File: config.mk
export PLATFORM = sky130hd
export DESIGN_NAME = alu_cmd_driver
export DESIGN_NICKNAME = d
export VERILOG_FILES = /design/src/rtl/alu_pkg.sv /design/src/rtl/alu_cmd_driver.sv
export SDC_FILE = /design/constraint.sdc
export NUM_CORES = 1
export LEC_CHECK = 0
export BUFFER_PORTS_ARGS = -buffer_cell sky130_fd_sc_hd__buf_2
export CAP_MARGIN = 10
export CORE_ASPECT_RATIO = 1.4
export CORE_MARGIN = 2
export CORE_UTILIZATION = 25
export CTS_CLUSTER_DIAMETER = 100
export DETAILED_ROUTE_END_ITERATION = 10
export SLEW_MARGIN = 40
export SYNTH_ARGS = -nofsm -noshare
export SYNTH_HDL_FRONTEND = slang
export SYNTH_SLANG_ARGS = --single-unit
File: constraint.sdc
create_clock -name clk -period 2.6 [get_ports clk]
set_clock_uncertainty 0.15 [all_clocks]
set_input_delay 0.52 -clock clk [delete_from_list [all_inputs] [get_ports clk]]
set_output_delay 0.52 -clock clk [all_outputs]
set_load 0.02 [all_outputs]
File: src/rtl/alu_pkg.sv
// Shared ALU definitions: opcode encoding, default widths and the command driver FSM states.
package alu_pkg;

    localparam int DEF_DATA_IN_WIDTH  = 32;
    localparam int DEF_OP_CODE_WIDTH  = 4;
    localparam int DEF_DATA_OUT_WIDTH = 64;
    localparam int DEF_ALU_LATENCY    = 1;
    localparam int DEF_TAG_WIDTH      = 4;

    typedef enum logic [3:0] {
        ALU_ADD   = 4'b0000,
        ALU_SUB   = 4'b0001,
        ALU_MUL   = 4'b0010,
        ALU_DIV   = 4'b0011,
        ALU_SLL_A = 4'b0100,
        ALU_SRL_A = 4'b0101,
        ALU_SLL_B = 4'b0110,
        ALU_SRL_B = 4'b0111,
        ALU_AND   = 4'b1000,
        ALU_OR    = 4'b1001,
        ALU_XOR   = 4'b1010,
        ALU_NAND  = 4'b1011,
        ALU_NOR   = 4'b1100,
        ALU_XNOR  = 4'b1101,
        ALU_GT    = 4'b1110,
        ALU_LT    = 4'b1111
    } alu_op_e;

    typedef enum logic [1:0] {
        IDLE = 2'd0,
        WAIT = 2'd1,
        RESP = 2'd2
    } drv_state_e;

endpackage

File: src/rtl/alu_cmd_driver.sv
// Command front end for the scalar ALU: holds one command on the ALU inputs, waits out the
// ALU's registered latency, then returns the captured result with its tag.
module alu_cmd_driver
    import alu_pkg::*;
#(
    parameter int DATA_IN_WIDTH  = DEF_DATA_IN_WIDTH,
    parameter int OP_CODE_WIDTH  = DEF_OP_CODE_WIDTH,
    parameter int DATA_OUT_WIDTH = DEF_DATA_OUT_WIDTH,
    parameter int ALU_LATENCY    = DEF_ALU_LATENCY,
    parameter int TAG_WIDTH      = DEF_TAG_WIDTH
) (
    input  logic                      clk,
    input  logic                      rst,
    input  logic                      cmd_valid,
    output logic                      cmd_ready,
    input  logic [OP_CODE_WIDTH-1:0]  cmd_op,
    input  logic [DATA_IN_WIDTH-1:0]  cmd_a,
    input  logic [DATA_IN_WIDTH-1:0]  cmd_b,
    input  logic [TAG_WIDTH-1:0]      cmd_tag,
    output logic [OP_CODE_WIDTH-1:0]  alu_op_code,
    output logic [DATA_IN_WIDTH-1:0]  alu_scalar_a,
    output logic [DATA_IN_WIDTH-1:0]  alu_scalar_b,
    input  logic [DATA_OUT_WIDTH-1:0] alu_result,
    output logic                      rsp_valid,
    input  logic                      rsp_ready,
    output logic [DATA_OUT_WIDTH-1:0] rsp_data,
    output logic [TAG_WIDTH-1:0]      rsp_tag,
    output logic                      rsp_div_zero,
    output logic [15:0]               ops_done
);

    localparam int LAT_W = $clog2(ALU_LATENCY + 1);

    drv_state_e       state, state_nxt;
    logic [LAT_W-1:0] lat_cnt;
    logic             cmd_fire;
    logic             rsp_fire;
    logic             lat_done;

    assign cmd_fire = cmd_valid && cmd_ready;
    assign rsp_fire = rsp_valid && rsp_ready;
    assign lat_done = (state == WAIT) && (lat_cnt == '0);

    always_ff @(posedge clk) begin
        if (rst) state <= IDLE;
        else     state <= state_nxt;
    end

    always_comb begin
        state_nxt = state;
        cmd_ready = 1'b0;
        rsp_valid = 1'b0;
        case (state)
            IDLE: begin
                cmd_ready = 1'b1;
                if (cmd_valid) state_nxt = WAIT;
            end
            WAIT: begin
                if (lat_cnt == '0) state_nxt = RESP;
            end
            RESP: begin
                rsp_valid = 1'b1;
                if (rsp_ready) state_nxt = IDLE;
            end
            default: state_nxt = IDLE;
        endcase
    end

    // ALU inputs only change on accept, so alu_result is stable through WAIT and RESP.
    always_ff @(posedge clk) begin
        if (rst) begin
            alu_op_code  <= '0;
            alu_scalar_a <= '0;
            alu_scalar_b <= '0;
            rsp_tag      <= '0;
            rsp_div_zero <= 1'b0;
            lat_cnt      <= '0;
        end else if (cmd_fire) begin
            alu_op_code  <= cmd_op;
            alu_scalar_a <= cmd_a;
            alu_scalar_b <= cmd_b;
            rsp_tag      <= cmd_tag;
            rsp_div_zero <= (cmd_op == OP_CODE_WIDTH'(ALU_DIV)) && (cmd_b == '0);
            lat_cnt      <= LAT_W'(ALU_LATENCY);
        end else if (state == WAIT && lat_cnt != '0) begin
            lat_cnt <= lat_cnt - 1'b1;
        end
    end

    always_ff @(posedge clk) begin
        if (rst) begin
            rsp_data <= '0;
            ops_done <= '0;
        end else begin
            if (lat_done) rsp_data <= alu_result;
            if (rsp_fire) ops_done <= ops_done + 16'd1;
        end
    end

endmodule
Word level (Yosys, flattened, before mapping)
Index checks and enable logic that the tools add are counted.
{ "word_totals": {"register_bits": 156, "input_bits": 140, "output_inout_bits": 155, "wordCells": 35} }
{ "classes": {"n_addsub": 2, "eq_ne": 6, "muxes": 8, "bitwise_logic": 1, "n_reduce_logical": 9} }
{ "op_table": {"columns": ["op", "count"], "rows": [
  ["zero test 32 bit", 1],
  ["adder 16 x 1 -> 16 bit (second input constant)", 1],
  ["two-way mux 2 bit", 3],
  ["inequality test 2 bit (second input constant)", 3],
  ["one-hot mux 2 bit (3 select lines)", 1],
  ["logical AND 1 bit", 5],
  ["== test 4 x 2 -> 1 bit (second input constant)", 1],
  ["two-way mux 1 bit", 4],
  ["AND reduction 3 bit", 1],
  ["== test 2 x 1 -> 1 bit (second input constant)", 1],
  ["== test 2 bit (second input constant)", 1],
  ["zero test 2 bit", 1],
  ["nonzero test 2 bit", 1],
  ["NOT 1 bit", 1],
  ["subtractor 1 bit (second input constant)", 1]
]} }

Depth between registers and ports, before layout
Gate-level depths: netlist (run 1).
{ "logic_depth": {"ltp_word": 4, "depth_mapped": 7, "mapped_depth_nobuf": 5} }

Worst setup path before layout (run 1)
Ideal clock, no wire load.
{ "synth_timing": {"kind": "reg-to-reg", "start": "register ops_done[0]", "end": "register ops_done[12]", "setup_ns": 0.070, "arrival_ns": 1.716, "required_time_ns": 2.380, "setup_slack_ns": 0.664, "stages_incl_launch_ff": 6, "path_buffers": 0, "period_less_slack_ns": 1.936, "cell_sequence": "dfxtp_1 -> ha_1 -> inv_1 -> or4_4 -> or3_1 -> a21oi_1"} }
{ "synth_via": {"elab_chain_len": 1} }
{ "synth_rtl": {"columns": ["item", "line", "rtl"], "rows": [
  ["from (decl)", "alu_cmd_driver.sv:29", "output logic [15:0] ops_done"],
  ["from (signal assigned)", "alu_cmd_driver.sv:96", "if (rsp_fire) ops_done <= ops_done + 16'd1;"],
  ["adder 16 x 1 -> 16 bit", "alu_cmd_driver.sv:96", null]
]} }
Every way passes these cells.
A chain may end at the register's enable or synchronous reset.

Worst setup path after layout (run 1)
{ "layout_timing": {"start": "register state[1]", "end": "output port rsp_valid"} }
{ "layout_via": {"elab_chain_len": 2} }
{ "layout_rtl": {"columns": ["item", "line", "rtl"], "rows": [
  ["from (decl)", "alu_cmd_driver.sv:34", "drv_state_e state, state_nxt;"],
  ["from (signal assigned)", "alu_cmd_driver.sv:46", "else state <= state_nxt;"],
  ["== test 2 bit", "alu_cmd_driver.sv:53", "case (state)"],
  ["two-way mux 1 bit", "alu_cmd_driver.sv:53", null],
  ["to (decl)", "alu_cmd_driver.sv:24", "output logic rsp_valid,"]
]} }
Every way passes these cells.

==> impl_metrics.ini, run 1 <==
[power]
ir_worst_vdd_uv = 408.2
powerDensity_nw_per_um2 = 747.1
leakagePower_uw = 0.003584

[detailed_routing]
drt-wirelength-per-cell_um = 13.18
first_iter_violations = 240
wl_um = 16980
vias = 5561
vias_per_cell = 4.318
detailedRoute.firstPassIterationCount = 7
drc_errors = 0
antenna_violating_nets_post_route = 0

[logic_synthesis]
synthMostInstantiatedCell = sky130_fd_sc_hd__nand2_1
synth_enable_flop_cells = 0
synth.lib_cells_used.distinct = 30
post-synth-top-area-fraction = 0.5590
synthFlopType = sky130_fd_sc_hd__dfxtp_1
postSynthRegisterBits = 156
async_reset_ff_frac = 0
synth.cell_area_um2 = 5587
syn_nets = 850
post_syn_instances = 709
synth.yosys.seq_area_share = 0.5590
synthTopCellsByArea = sky130_fd_sc_hd__dfxtp_1 (56%), sky130_fd_sc_hd__nand2_1 (19%), sky130_fd_sc_hd__a21oi_1 (13%)
yosysTopAreaCell = sky130_fd_sc_hd__dfxtp_1
synth_area_per_cell_um2 = 7.880
synth-warning-count = 0
post_synth_most_frequent_cells = sky130_fd_sc_hd__nand2_1 (280), sky130_fd_sc_hd__dfxtp_1 (156), sky130_fd_sc_hd__a21oi_1 (144), sky130_fd_sc_hd__clkbuf_1 (45), sky130_fd_sc_hd__nor2_1 (14)

[die]
initial_core_util = 0.2546
design.die.area_um2 = 23580
ioPinCount = 295
dieHeight_um = 180.9
coreArea_um2 = 21940
floorplan.rows = 64
die_x_um = 130.3

[flow_run]
max_cap_violations = 0

[cts]
clk_transition_reported_paths_ps = 60
tritoncts_num_sinks = 156
post-cts-setup-buffers = 0
insertion_delay_to_the_later_sink_of_the_worst_skew_pair_ps = 420
cts.htree.levels = 4
cts_buffers = 17
cts_tree = done
holdBufCountCts = 0
post_cts_resize_count = 0
clockRootBuffer = sky130_fd_sc_hd__clkbuf_16
clock_path_buffers = 2

[critical_path]
timing_worst_setup_path_type = flop to primary output
reg2reg_depth = 4
timing.reg2reg.setup_slack_ps = 620
timing.critical_path.arrival_ps = 1510
endpoint = rsp_valid
timing.rr.end = ops_done[14]
worst_setup_path_startpoint = state[1]
crit_path_max_fanout = 7
worstSetupEndpointType = primary output
data_required_time_of_the_critical_path_ps = 1930
crit_path_start_kind = flop
r2r-start = state[1]

[global_route]
grt_max_degree = 159
gr-usage-all-layers = 0.1422
antenna_found_initial = 2
grt_pass1_vias = 4944
first_pass_grt_wire_length_um = 25990
grt_remaining_overflow = 0

[sta]
finalHoldViolCount = 0
fin_hold_ws_ps = 179.8
tightestPinTransition_ps = 810.4
post_route_minimum_period_ps = 2184
relSlewSlack = 0.4597
achievable-frequency_mhz = 457.8
report.final.setup_viol = 0
setup_total_negative_slack_ps = 0
slew_violations = 0
period_utilization_post_route = 0.8401
rsz_0062_raised_after_global_routing = no

[final_layout]
n_antenna_cell = 0
synthToLayoutAreaGrowth_pct = 42.02
fin_nets = 1121
drive_above_1_share = 0.3360

[placed_design]
dp_hpwl_um = 11550
portBuffers = 294
gp_routability_congestion = 0.8448

[status]
status = complete, no violations

[hold_path]
hold_path_class = primary input to flop
cell families after synthesis:
group,synth area share
compound gates,0.1368
mux,0.003807
buf+inv,0.03695
simple gates,0.2470
flops,0.5590
fa+ha+maj,0.002239
xor+xnor,0.01411
worst max-delay path: stages, from the launching register on:
cell	delay, ps
sky130_fd_sc_hd__dfxtp_1	520
sky130_fd_sc_hd__nor2b_1	350
sky130_fd_sc_hd__buf_2	230
sequential cells by signal, summed over array words and instances (netlist names):
name	flops
state	2
rsp_data	64
rsp_tag	4
alu_scalar_a	32
alu_scalar_b	32
rsp_div_zero	1
alu_op_code	4
lat_cnt	1
ops_done	16
routing by layer:
layer | global-route usage | part of all wire | up-vias
li1 | - | - | 2847
met1 | 0.1614 | 0.42 | 2510
met2 | 0.2314 | 0.49 | 165
met3 | 0.05478 | 0.063 | 35
met4 | 0.06979 | 0.031 | 4
met5 | 0 | 0.0015 | -
through the flow:
stage	instances	util	setup slack, ps	cell area, um^2	total power, uW
2_1_floorplan	709	-	663.8	5587	3098
3_3_place_gp	1258	0.3346	504.2	7341	3433
3_5_place_dp	1258	0.3346	498.6	7341	3443
4_1_cts	1288	0.3616	369.7	7934	6043
5_1_grt	1288	0.3616	286.2	7934	6230
6_report	1288	0.3616	415.8	7934	5928
layout make-up:
class | count | area, um^2
fillers | 2410 | 14010
flip-flops and latches | 156 | 3123
multi-input cells | 499 | 2271
repair buffers | 299 | 1549
clock buffers | 24 | 481.7
well taps | 297 | 371.6
clock inverters | 6 | 111.4
inverters | 7 | 26.28
how the worst min path moves through the flow:
| stage | startpoint | to | slack [ps] | cells after the start |
|---|---|---|---|---|
| detailed placement | rsp_data[21] | rsp_data[21] | 290 | 2 |
| finish | alu_result[32] | rsp_data[32] | 180 | 3 |
| CTS | alu_result[19] | rsp_data[19] | 150 | 3 |
| floorplan | lat_cnt | lat_cnt | 370 | 2 |
| global route | alu_result[21] | rsp_data[21] | 150 | 3 |
| global placement | alu_scalar_a[23] | alu_scalar_a[23] | 290 | 2 |
cell usage in the layout (no fill, tap or decap), types with 2 or more instances in the layout:
master                        n
sky130_fd_sc_hd__xnor2_1      5
sky130_fd_sc_hd__inv_1        7
sky130_fd_sc_hd__nor4_1      10
sky130_fd_sc_hd__nor2b_1      2
sky130_fd_sc_hd__nand2b_1     2
sky130_fd_sc_hd__nand3_1      5
sky130_fd_sc_hd__bufinv_16    3
sky130_fd_sc_hd__clkbuf_16   17
sky130_fd_sc_hd__dfxtp_1    156
sky130_fd_sc_hd__clkbuf_8     3
sky130_fd_sc_hd__or3_1        4
sky130_fd_sc_hd__nor3_1       6
sky130_fd_sc_hd__buf_4        3
sky130_fd_sc_hd__nor2_1      14
sky130_fd_sc_hd__xor2_1       4
sky130_fd_sc_hd__o21ai_0      4
sky130_fd_sc_hd__a21oi_1    144
sky130_fd_sc_hd__nand2_1    280
sky130_fd_sc_hd__clkbuf_1     4
sky130_fd_sc_hd__nand4_1      5
sky130_fd_sc_hd__buf_12       3
sky130_fd_sc_hd__buf_2      293
where the power goes:
group,switching [uW],internal [uW]
Clock,968,1580
Combinational,517,275
Sequential,63.4,2530
Total,1550,4380
No activity file was read; power rests on OpenSTA's default activity.
==> inputs of run 2 (changes only) <==
- ABC_AREA: not set -> 1
- clock period: 2.6 -> 2 ns (I/O delays scaled with it)
==> impl_metrics.ini, run 2 <==
[hold_path]
hold_path_class = primary input to flop
min-delay-start = cmd_a[10]

[die]
die_x_um = 133.0
coreArea_um2 = 23040
floorplan.rows = 66
design.die.area_um2 = 24560
ioPinCount = 295
initial_core_util = 0.2529
dieHeight_um = 184.6

[critical_path]
cp_cell_sequence = inv_2, nand2_2, inv_1, buf_2
crit_path_start_kind = flop
worst_setup_path_startpoint = state[0]
data_required_time_of_the_critical_path_ps = 1450
crit_path_max_fanout = 4
slowest_stage = sky130_fd_sc_hd__dfxtp_1
critical_path.max_stage_delay_ps = 340
timing_worst_setup_path_type = flop to primary output
timing.critical_path.arrival_ps = 1260
worstSetupEndpointType = primary output
r2r-start = ops_done[0]

[detailed_routing]
detailedRoute.firstPassIterationCount = 4
vias = 5804
drc_errors = 0
vias_per_cell = 4.280
wl_um = 17350
drt-wirelength-per-cell_um = 12.80
first_iter_violations = 183
antenna_violating_nets_post_route = 0

[power]
ir_worst_vdd_uv = 572.3
relative_contribution_of_sequential_cells_to_total_power = 0.438
portion_of_total_power_attributed_to_the_clock_network = 0.401
comb_power_share = 0.161
power.switching_uw = 2240
internal-power_uw = 5714
leakagePower_uw = 0.003992
power.share.switching = 0.2816
powerDensity_nw_per_um2 = 969.2

[logic_synthesis]
synthTopCellsByArea = sky130_fd_sc_hd__dfxtp_1 (54%), sky130_fd_sc_hd__o21ai_0 (12%), sky130_fd_sc_hd__a21oi_1 (9.3%)
synth.lib_cells_used.distinct = 28
synth.yosys.seq_area_share = 0.5361
synth.cell_area_um2 = 5826
syn_nets = 899
post_syn_instances = 758
synth-warning-count = 0
synth_enable_flop_cells = 0
async_reset_ff_frac = 0
postSynthRegisterBits = 156
synthFlopType = sky130_fd_sc_hd__dfxtp_1
post_synth_most_frequent_cells = sky130_fd_sc_hd__dfxtp_1 (156), sky130_fd_sc_hd__o21ai_0 (140), sky130_fd_sc_hd__inv_1 (115), sky130_fd_sc_hd__nor2_1 (109), sky130_fd_sc_hd__a21oi_1 (108)
synthMostInstantiatedCell = sky130_fd_sc_hd__dfxtp_1
synth_area_per_cell_um2 = 7.685
post-synth-top-area-fraction = 0.5361
yosysTopAreaCell = sky130_fd_sc_hd__dfxtp_1

[global_route]
grt_remaining_overflow = 0
gr-usage-all-layers = 0.1405
first_pass_grt_wire_length_um = 27090
antenna_found_initial = 1
grt_pass1_vias = 5478
grt_max_degree = 98

[cts]
clockRootBuffer = sky130_fd_sc_hd__clkbuf_16
cts_buffers = 17
cts.htree.levels = 4
cts_tree = done
holdBufCountCts = 0
clock_path_buffers = 2
tritoncts_num_sinks = 156
clk_transition_reported_paths_ps = 60
post_cts_resize_count = 0
insertion_delay_to_the_later_sink_of_the_worst_skew_pair_ps = 420
post-cts-setup-buffers = 0

[final_layout]
largest_register = rsp_data
synthToLayoutAreaGrowth_pct = 40.89
n_fill_cell = 2432
max_reg_flops = 64
n_antenna_cell = 0
fin_nets = 1178
mostFrequentLayoutCell = sky130_fd_sc_hd__buf_2
drive_above_1_share = 0.3276
biggestRegsByFlops = rsp_data: 64 flops, alu_scalar_a: 32 flops, alu_scalar_b: 32 flops
post_layout_nonfiller_instances = 1356
commonest_non_fill_non_tap_cells_in_the_layout = sky130_fd_sc_hd__buf_2 (294), sky130_fd_sc_hd__dfxtp_1 (156), sky130_fd_sc_hd__o21ai_0 (140)

[status]
status = complete, no violations

[sta]
rsz_0062_raised_after_global_routing = no
report.final.setup_viol = 0
post_route_minimum_period_ps = 1810
finalHoldViolCount = 0
slew_violations = 0
setup_total_negative_slack_ps = 0
tightestPinTransition_ps = 692.7
relSlewSlack = 0.5375
period_utilization_post_route = 0.9048
achievable-frequency_mhz = 552.6
fin_hold_ws_ps = 48.01

[placed_design]
portBuffers = 294
gp_routability_congestion = 0.7652
dp_hpwl_um = 12670
placed_cells = 1324

[flow_run]
max_cap_violations = 0
==> run 2: logic make-up after synthesis <==
group	count (synthesis)	share of synthesized area
AND/OR/NAND/NOR	181	0.1278
buffers and inverters	165	0.1113
flip-flops	156	0.5361
AO/OA/AOI/OAI	252	0.2182
XOR/XNOR	3	0.004511
adder cells (fa/ha/maj)	1	0.002147
==> run 2: stage by stage <==
step	worst slack [ps]	power (uW)	cell area (um^2)	utilization
finish	190.4	7955	8208	0.3563
global route	112.1	8362	8208	0.3563
CTS	138.8	8103	8208	0.3563
detailed placement	322.0	4850	7629	0.3311
global placement	297.2	4834	7629	0.3311
floorplan	487.0	4307	5826	-
==> run 2: path summary, 6_finish.rpt <==
kind	end	slack (ps)	depth (start not counted)
setup / recovery	cmd_ready	190	4
hold / removal	alu_scalar_a[10]	50	3
setup reg to reg	ops_done[14]	400	7
hold reg to reg	rsp_data[15]	290	2
==> run 2: power groups by stage <==
stage               clock (uW)  sequential, uW  combinational (uW)
detailed placement           0            3550                1300
global route              3430            3510                1420
global placement             0            3550                1290
floorplan                    0            3860                 448
finish                    3190            3480                1280
CTS                       3310            3490                1300
==> run 2: layer usage <==
layer  share of wire  global-route usage
met5         0.00058                   0
met4           0.021             0.05978
met3            0.10             0.06106
met2            0.48              0.2433
met1            0.40              0.1486
==> run 2: critical path, delay by kind of cell, from the launching register on <==
kind | cells | cell delay, ps
buffers and inverters | 3 | 430
flip-flops | 1 | 340
AND/OR/NAND/NOR | 1 | 80
==> run 2: area by class of cell <==
| class | count | area (um^2) | share of cell area |
|---|---|---|---|
| Sequential cell | 156 | 3123 | 0.3805 |
| Clock buffer | 21 | 460.4 | 0.05610 |
| Multi-Input combinational cell | 437 | 2054 | 0.2503 |
| Inverter | 120 | 451.7 | 0.05503 |
| Tap cell | 306 | 382.9 | 0.04665 |
| Clock inverter | 11 | 118.9 | 0.01448 |
| Timing Repair Buffer | 305 | 1617 | 0.1970 |
==> inputs of run 3 (changes only) <==
- CORE_ASPECT_RATIO: 1.4 -> not set
- SETUP_SLACK_MARGIN: not set -> 0.02
==> impl_metrics.ini, run 3 (synthesis gave the netlist of run 2 again) <==
[critical_path]
crit_path_start_kind = flop
cp_cell_sequence = inv_2, nor2_1, buf_2
cpLargestDelayFamily = flip-flops
critical_path.max_stage_delay_ps = 380
timing.reg2reg.setup_slack_ps = 340
cp_num_buf_inv = 2
timing.critical_path.arrival_ps = 1300
slowest_stage = sky130_fd_sc_hd__dfxtp_1
crit_path_max_fanout = 4
data_required_time_of_the_critical_path_ps = 1450
timing_worst_setup_path_type = flop to primary output
worstSetupEndpointType = primary output

[flow_run]
max_cap_violations = 0

[die]
design.die.area_um2 = 24540
dieHeight_um = 156.7
ioPinCount = 295
die_x_um = 156.7
coreArea_um2 = 22780
floorplan.rows = 55
initial_core_util = 0.2558

[placed_design]
portBuffers = 294
placed_cell_area_um2 = 7642
dp_hpwl_um = 12500
placed_cells = 1330
gp_routability_congestion = 0.8197

[detailed_routing]
vias = 5701
wl_um = 17210
first_iter_violations = 317
vias_per_cell = 4.186
antenna_violating_nets_post_route = 0
detailedRoute.firstPassIterationCount = 5
drc_errors = 0
drt-wirelength-per-cell_um = 12.64

[final_layout]
n_fill_cell = 2396
postLayoutCellArea_um2 = 8215
n_antenna_cell = 0
drive_above_1_share = 0.3279
max_reg_flops = 64
mostFrequentLayoutCell = sky130_fd_sc_hd__buf_2
commonest_non_fill_non_tap_cells_in_the_layout = sky130_fd_sc_hd__buf_2 (294), sky130_fd_sc_hd__dfxtp_1 (156), sky130_fd_sc_hd__o21ai_0 (140)
post-route-util = 0.3607
post_layout_nonfiller_instances = 1362
biggestRegsByFlops = rsp_data: 64 flops, alu_scalar_a: 32 flops, alu_scalar_b: 32 flops
fin_nets = 1177
synthToLayoutAreaGrowth_pct = 41.02
largest_register = rsp_data

[sta]
achievable-frequency_mhz = 540.9
tightestPinTransition_ps = 368.2
period_utilization_post_route = 0.9243
slew_violations = 0
relSlewSlack = 0.7519
setup_total_negative_slack_ps = 0
rsz_0062_raised_after_global_routing = no
report.final.setup_viol = 0
post_route_minimum_period_ps = 1849
finalHoldViolCount = 0

[cts]
clk_transition_reported_paths_ps = 70
insertion_delay_to_the_later_sink_of_the_worst_skew_pair_ps = 410
cts_buffers = 17
cts.htree.levels = 4
post_cts_resize_count = 0
holdBufCountCts = 0
clock_path_buffers = 2
tritoncts_num_sinks = 156
post-cts-setup-buffers = 0
cts_tree = done
clockRootBuffer = sky130_fd_sc_hd__clkbuf_16

[power]
power.switching_uw = 2329
portion_of_total_power_attributed_to_the_clock_network = 0.398
powerDensity_nw_per_um2 = 964.7
leakagePower_uw = 0.003993
power.share.switching = 0.2939
internal-power_uw = 5596
ir_worst_vdd_uv = 420.5
relative_contribution_of_sequential_cells_to_total_power = 0.440
comb_power_share = 0.163
power_uw = 7925

[global_route]
grt_max_degree = 96
first_pass_grt_wire_length_um = 26840
antenna_found_initial = 0
gr-usage-all-layers = 0.1375
grt_pass1_vias = 5436
grt_remaining_overflow = 0

[hold_path]
hold_path_class = primary input to flop

[status]
status = complete, no violations
run 3: tightest hold or removal path: cells and delay by family:
kind,cells,cell delay (ps)
buffers and inverters,1,80
AND/OR/NAND/NOR,2,120
run 3: area by class of cell:
cell class	count	area (um^2)	share of cell area
Clock inverter	13	130.1	0.01584
Multi-Input combinational cell	437	2054	0.2501
Sequential cell	156	3123	0.3801
Tap cell	313	391.6	0.04767
Clock buffer	19	442.9	0.05391
Timing Repair Buffer	304	1622	0.1974
Inverter	120	451.7	0.05498
run 3: final timing paths:
check / from / to / cells after the start
min: cmd_a[28] / alu_scalar_a[28] / 3
max reg2reg: state[1] / alu_scalar_b[5] / 6
min reg2reg: rsp_data[46] / rsp_data[46] / 2
max: state[1] / rsp_valid / 3
run 3: through the flow:
stage               hold slack [ps]  worst slack, ps
floorplan                     312.4            487.0
global placement              278.0            251.5
detailed placement            282.5            222.3
CTS                           25.95            128.9
global route                  25.69            100.0
finish                        52.82            151.3
run 3: power by group through the flow:
stage	clock (uW)	combinational [uW]	sequential, uW
floorplan	0	448	3860
global placement	0	1300	3550
detailed placement	0	1300	3550
CTS	3280	1310	3490
global route	3420	1430	3520
finish	3150	1290	3490
run 3: routing by layer:
layer / wire [um] / vias up / track usage
li1: - / 2979 / -
met1: 7670 / 2480 / 0.1651
met2: 7686 / 231 / 0.2274
met3: 1666 / 11 / 0.05040
met4: 191 / 0 / 0.04587
met5: 0 / - / 0
